--- config.mk ---
export PLATFORM = sky130hd
export DESIGN_NAME = gestor_motores
export DESIGN_NICKNAME = d
export VERILOG_FILES = /design/src/rtl/gestor_motores.sv
export SDC_FILE = /design/constraint.sdc
export NUM_CORES = 1
export LEC_CHECK = 0
export CAP_MARGIN = 30
export CORE_MARGIN = 2
export CORE_UTILIZATION = 47
export CTS_BUF_LIST = sky130_fd_sc_hd__clkbuf_16
export DETAILED_ROUTE_END_ITERATION = 10
export PLACE_DENSITY = 0.77
export SYNTH_ARGS = -nofsm -noshare
export SYNTH_HDL_FRONTEND = slang
export SYNTH_SLANG_ARGS = --single-unit
--- constraint.sdc ---
create_clock -name CLK -period 2.3 [get_ports CLK]
set_input_delay 0.23 -clock CLK [delete_from_list [all_inputs] [get_ports CLK]]
set_output_delay 0.23 -clock CLK [all_outputs]
set_load 0.03 [all_outputs]
--- src/rtl/gestor_motores.sv ---
// gestor_motores: manages a hybrid drive with an electric motor (battery) and
// a gas motor (tank).
//
// The block runs on the preferred source until it is empty and then falls
// back to the other source. Battery regeneration happens while the gas motor
// runs. When both sources are empty the block waits for a recharge/refuel.
//
// Ports:
//   CLK        - single clock, rising-edge active
//   REINICIO   - asynchronous active-high reset
//   ARRANQUE   - start request (only looked at in REPOSO)
//   MODO       - preferred source: 0 = electric, 1 = gas
//   PARO       - stop request (only looked at in ELECTRICO and GAS)
//   CARGA_REQ  - recharge/refuel request (level signal)
//   MOTOR1     - electric motor enable
//   MOTOR2     - gas motor enable
//   CARGA_ACK  - charge in progress
//   AGOTADO    - both sources empty
//   NIVEL_BAT  - battery level, 0..BAT_MAX
//   NIVEL_TQ   - tank level, 0..TQ_MAX
//   ESTADO     - state code, exposed for debug and checkers
//
// Charge handshake: CARGA_REQ is a level request, not a pulse. CARGA_ACK is
// high for every cycle the block spends charging. Dropping CARGA_REQ ends the
// charge on the next edge, and that edge adds no charge. Charging also ends by
// itself on the edge where both levels reach full. A request held high after
// that does not start a new charge while both levels are full.
module gestor_motores #(
  parameter int BAT_MAX = 20,
  parameter int TQ_MAX  = 15,
  parameter int W       = 6
) (
  input  logic         CLK,
  input  logic         REINICIO,
  input  logic         ARRANQUE,
  input  logic         MODO,
  input  logic         PARO,
  input  logic         CARGA_REQ,
  output logic         MOTOR1,
  output logic         MOTOR2,
  output logic         CARGA_ACK,
  output logic         AGOTADO,
  output logic [W-1:0] NIVEL_BAT,
  output logic [W-1:0] NIVEL_TQ,
  output logic [2:0]   ESTADO
);

  typedef enum logic [2:0] {
    S_REPOSO    = 3'd0,
    S_ELECTRICO = 3'd1,
    S_GAS       = 3'd2,
    S_CARGA     = 3'd3,
    S_AGOTADO   = 3'd4
  } state_t;

  localparam logic [W-1:0] BAT_FULL = W'(BAT_MAX);
  localparam logic [W-1:0] TQ_FULL  = W'(TQ_MAX);
  localparam logic [W-1:0] ONE      = W'(1);

  state_t       st, st_n;
  logic [W-1:0] bat, bat_n, tq, tq_n;
  logic [1:0]   regen, regen_n;

  logic         bat_full, tq_full, bat_empty, tq_empty;
  logic [W-1:0] bat_inc, tq_inc;

  assign bat_full  = (bat == BAT_FULL);
  assign tq_full   = (tq == TQ_FULL);
  assign bat_empty = (bat == '0);
  assign tq_empty  = (tq == '0);
  // Saturating increments. They are shared by charging and regeneration.
  assign bat_inc   = bat_full ? bat : bat + ONE;
  assign tq_inc    = tq_full ? tq : tq + ONE;

  always_ff @(posedge CLK or posedge REINICIO) begin
    if (REINICIO) begin
      st    <= S_REPOSO;
      bat   <= BAT_FULL;
      tq    <= TQ_FULL;
      regen <= 2'd0;
    end else begin
      st    <= st_n;
      bat   <= bat_n;
      tq    <= tq_n;
      regen <= regen_n;
    end
  end

  always_comb begin
    st_n    = st;
    bat_n   = bat;
    tq_n    = tq;
    regen_n = 2'd0;
    case (st)
      S_REPOSO: begin
        if (CARGA_REQ && !(bat_full && tq_full)) begin
          st_n = S_CARGA;
        end else if (ARRANQUE) begin
          if (!MODO) begin
            if (!bat_empty)     st_n = S_ELECTRICO;
            else if (!tq_empty) st_n = S_GAS;
            else                st_n = S_AGOTADO;
          end else begin
            if (!tq_empty)       st_n = S_GAS;
            else if (!bat_empty) st_n = S_ELECTRICO;
            else                 st_n = S_AGOTADO;
          end
        end
      end
      S_ELECTRICO: begin
        if (PARO)            st_n  = S_REPOSO;
        else if (!bat_empty) bat_n = bat - ONE;
        else                 st_n  = tq_empty ? S_AGOTADO : S_GAS;
      end
      S_GAS: begin
        if (PARO) begin
          st_n = S_REPOSO;
        end else begin
          // Every running gas cycle counts toward regeneration, and so does
          // the cycle that leaves on an empty tank. One battery unit is
          // added every fourth cycle.
          regen_n = regen + 2'd1;
          if (regen == 2'd3) bat_n = bat_inc;
          if (!tq_empty) tq_n = tq - ONE;
          // The fallback decision uses the registered battery level, so any
          // regeneration credited on this same edge is not taken into account.
          else           st_n = bat_empty ? S_AGOTADO : S_ELECTRICO;
        end
      end
      S_CARGA: begin
        if (!CARGA_REQ) begin
          st_n = S_REPOSO;
        end else begin
          bat_n = bat_inc;
          tq_n  = tq_inc;
          // Leave on the edge that fills both, so no idle full cycle occurs.
          if (bat_inc == BAT_FULL && tq_inc == TQ_FULL) st_n = S_REPOSO;
        end
      end
      S_AGOTADO: begin
        if (CARGA_REQ) st_n = S_CARGA;
      end
      default: st_n = S_REPOSO;
    endcase
  end

  // Moore outputs. Any illegal code decodes to all motor outputs low.
  assign MOTOR1    = (st == S_ELECTRICO);
  assign MOTOR2    = (st == S_GAS);
  assign CARGA_ACK = (st == S_CARGA);
  assign AGOTADO   = (st == S_AGOTADO);
  assign NIVEL_BAT = bat;
  assign NIVEL_TQ  = tq;
  assign ESTADO    = st;

endmodule

==> qor.csv <==
metric,value,unit
Slew Limit Fails,0,
GR Overflow Total,0,
Total GRT Usage,0.2507,
hold slack,0.3795,ns
Core ar.,2805,um^2
most frequent cells in the layout,"23 x clkdlybuf4s50_1, 22 x buf_4, 18 x nand2_1, 10 x nor2_1, 10 x o21ai_1",
clock sink count,17,
PwrDens,1691,nW/um^2
std cell rows,19,
largest net degree at the start of global routing,18,
Slew headroom,0.5527,
met1 WL,1.643,mm
top_reg_cell synth,dfrtp_1,
critical path capture point type,register,
# nets final,219,
number of global-route vias before repair,1402,
global-route wire length before repair,6.582,mm
Initial Util,0.5000,
mapped cell area,1403,um^2
DP Worst Slack,-0.05735,ns
share of cells above drive strength 1,0.2415,
Layout Cells excl Fill,238,
Seq cells post-synth,17,
clock buffers created by TritonCTS,3,
mux cell area share after synthesis,0.03033,
Synth Area in Simple Gates,0.2748,
via count,1481,
fmax,0.4077,GHz
minimum clock period after layout,2.453,ns
violated checks,"design-rule violations, negative setup slack",
hpwl dp,2.811,mm
Synth cell types,53,
Worst-Skew Late Latency,0.25,ns
register area share after synthesis,0.3087,
"commonest non-fill, non-tap cell in the layout",clkdlybuf4s50_1,
total die area,3437,um^2
Die Ht,58.63,um
1st-iter DRT viols,90,
slowest CP cell,dfrtp_2,
clock-pin slew on the worst setup and hold paths,0.05,ns
WL met2,1.980,mm
Yosys top cell area share,0.1963,
CTS root buffer,clkbuf_16,
post-route setup TNS,-0.3053,ns
WP data required,2.43,ns
DR vias/cell,6.223,
RD Place Congestion,0.8954,
post-synthesis instance total,169,
Synth Area in XOR/XNOR,0.04996,
CP arrival,2.58,ns
Die Wd,58.63,um
post-layout util,0.6936,
CP Class,reg -> reg,
post-placement cell count,230,
clock skew after layout,0.005031,ns
met3 wire len,297,um
CTS tree,done,
syn_nets,180,
YS warnings,0,
# H-tree levels,1,
post-route antenna net violation count,0,
RSZ-0062 raised after global routing,true,
Multi-input gate area,954.7,um^2
max incr delay on CP,0.40,ns
Max-cap violations,0,
Critical Path Source Type,register,
Worst-Margin Slew,0.6701,ns
DRT Pass-1 Iters,7,
Pleak,0.7925,nW
final worst-path cycle share,1.066,
Post-Synth Adder-Cell Area,0.04460,
worst setup margin,-0.1529,ns
# diodes,0,
largest family of logic cells by synthesized area,simple AND/OR/NAND/NOR gates,
FILL cells,235,
async set or reset register ratio after synthesis,1.000,
top routing layer in use,met4,
Sequential cell area,435.4,um^2
peak supply drop,979.1,uV
status,"finished, violations left",
CP Max Fanout,3,
CP cell instances,inv_2 -> ha_4 -> or3b_4 -> a311oi_2 -> and3_1 -> a31oi_4 -> nor4b_4 -> mux2_4,
DR DRC count,2,
Mean Syn Cell Area,8.299,um^2
compound-gate portion of the synthesized area,0.2275,
"Setup violations, final",2,
hold crit path type,in -> async,
I/O pin total,25,
Port Buffers,24,
CTS max path bufs,2,
area delta synth->final,38.72,%
"Hold Vio Cnt, Final",0,
leading area contributor after synthesis,dfrtp_1,
"EDFF count, synth",0,
initial antenna violation count,0,
dominant cells by area after synthesis,"dfrtp_1 20%, dfstp_2 11%, nand2_1 4.8%, ha_1 4.5%, xnor2_1 3.7%",
WL/cell,16.74,um
drt total wl,3.984,mm
[registers in the layout, indices dropped and copies added (netlist names)]
signal,count
ESTADO,3
NIVEL_BAT,6
NIVEL_TQ,6
regen,2
[kinds of logic (layout without fill, tap and decap cells)]
| kind of cell | after synthesis | count (layout) |
|---|---|---|
| buffers and inverters | 22 | 60 |
| adders and majority gates | 5 | 5 |
| and+or+nand+nor | 66 | 66 |
| AOI/OAI and AO/OA | 47 | 47 |
| xor gates and xnor gates | 8 | 8 |
| DFF | 17 | 17 |
| muxes | 4 | 4 |
[per-stage QoR]
| stage | instance area, um^2 | power [mW] |
|---|---|---|
| after floorplan | 1439 | 2.041 |
| after global placement | 1794 | 2.680 |
| after detailed placement | 1794 | 2.744 |
| after CTS | 1903 | 3.176 |
| after global routing | 1946 | 3.515 |
| final | 1946 | 3.289 |
[repair_timing]
action | CTS | global route
setup endpoints to repair | 2 | 3
gates resized for setup | 1 | 6
setup buffers | 3 | 1
pin swaps | 2 | 4
hold buffers | 0 | 0
[synthesized netlist by cell type (all sizes together), types with 2 or more instances]
master	n
o22ai	3
nand4	2
nand3	9
or3b	3
nor2	10
xor2	2
o21ai	15
nor3	7
nand2	18
dfstp	6
inv	10
o22a	3
buf	2
mux2i	2
nand2b	3
dfrtp	11
ha	5
nor4	2
xnor2	6
clkbuf	9
a22oi	2
o31ai	5
mux2	2
and3	4
a31oi	4
a21oi	4
[path summary, 6_finish.rpt]
kind                              start      endpoint  slack, ns  cells past startpoint
max                        NIVEL_BAT[1]     ESTADO[1]      -0.15                      8
min                            REINICIO  NIVEL_BAT[5]       0.38                      2
max reg2reg                NIVEL_BAT[1]     ESTADO[1]      -0.15                      8
min reg2reg                    regen[0]      regen[0]       0.44                      1
max in group asynchronous      REINICIO  NIVEL_BAT[1]       1.45                      2
min in group CLK               regen[0]      regen[0]       0.44                      1
[power breakdown]
group / switching, mW / leakage, nW / internal (mW)
clock: 0.119 / 0.0409 / 0.233
sequential: 0.214 / 0.199 / 0.482
combinational: 1.23 / 0.553 / 1.01
total: 1.57 / 0.793 / 1.72
[area by class of cell]
class                   count  share of cell area
well taps                  31             0.01994
clock inverters             1            0.002572
flip-flops and latches     17              0.2238
repair buffers             45              0.2032
clock buffers               3             0.03859
inverters                  11             0.02122
multi-input cells         130              0.4907
[worst max-delay path, delay by kind of cell, from the launching register on]
| family | cells | cell delay, ns |
|---|---|---|
| AO/OA/AOI/OAI | 2 | 0.42 |
| AND/OR/NAND/NOR | 3 | 0.98 |
| multiplexers | 1 | 0.33 |
| flip-flops | 1 | 0.40 |
| buffers and inverters | 1 | 0.08 |
| adder cells (fa/ha/maj) | 1 | 0.12 |
[layer usage]
| layer | GRT usage | vias to the layer above |
|---|---|---|
| met3 | 0.03736 | 10 |
| met4 | 0.1071 | 0 |
| met5 | 0 | - |
| li1 | - | 699 |
| met2 | 0.4189 | 72 |
| met1 | 0.3236 | 700 |
Power figures use the tool's default switching activity.
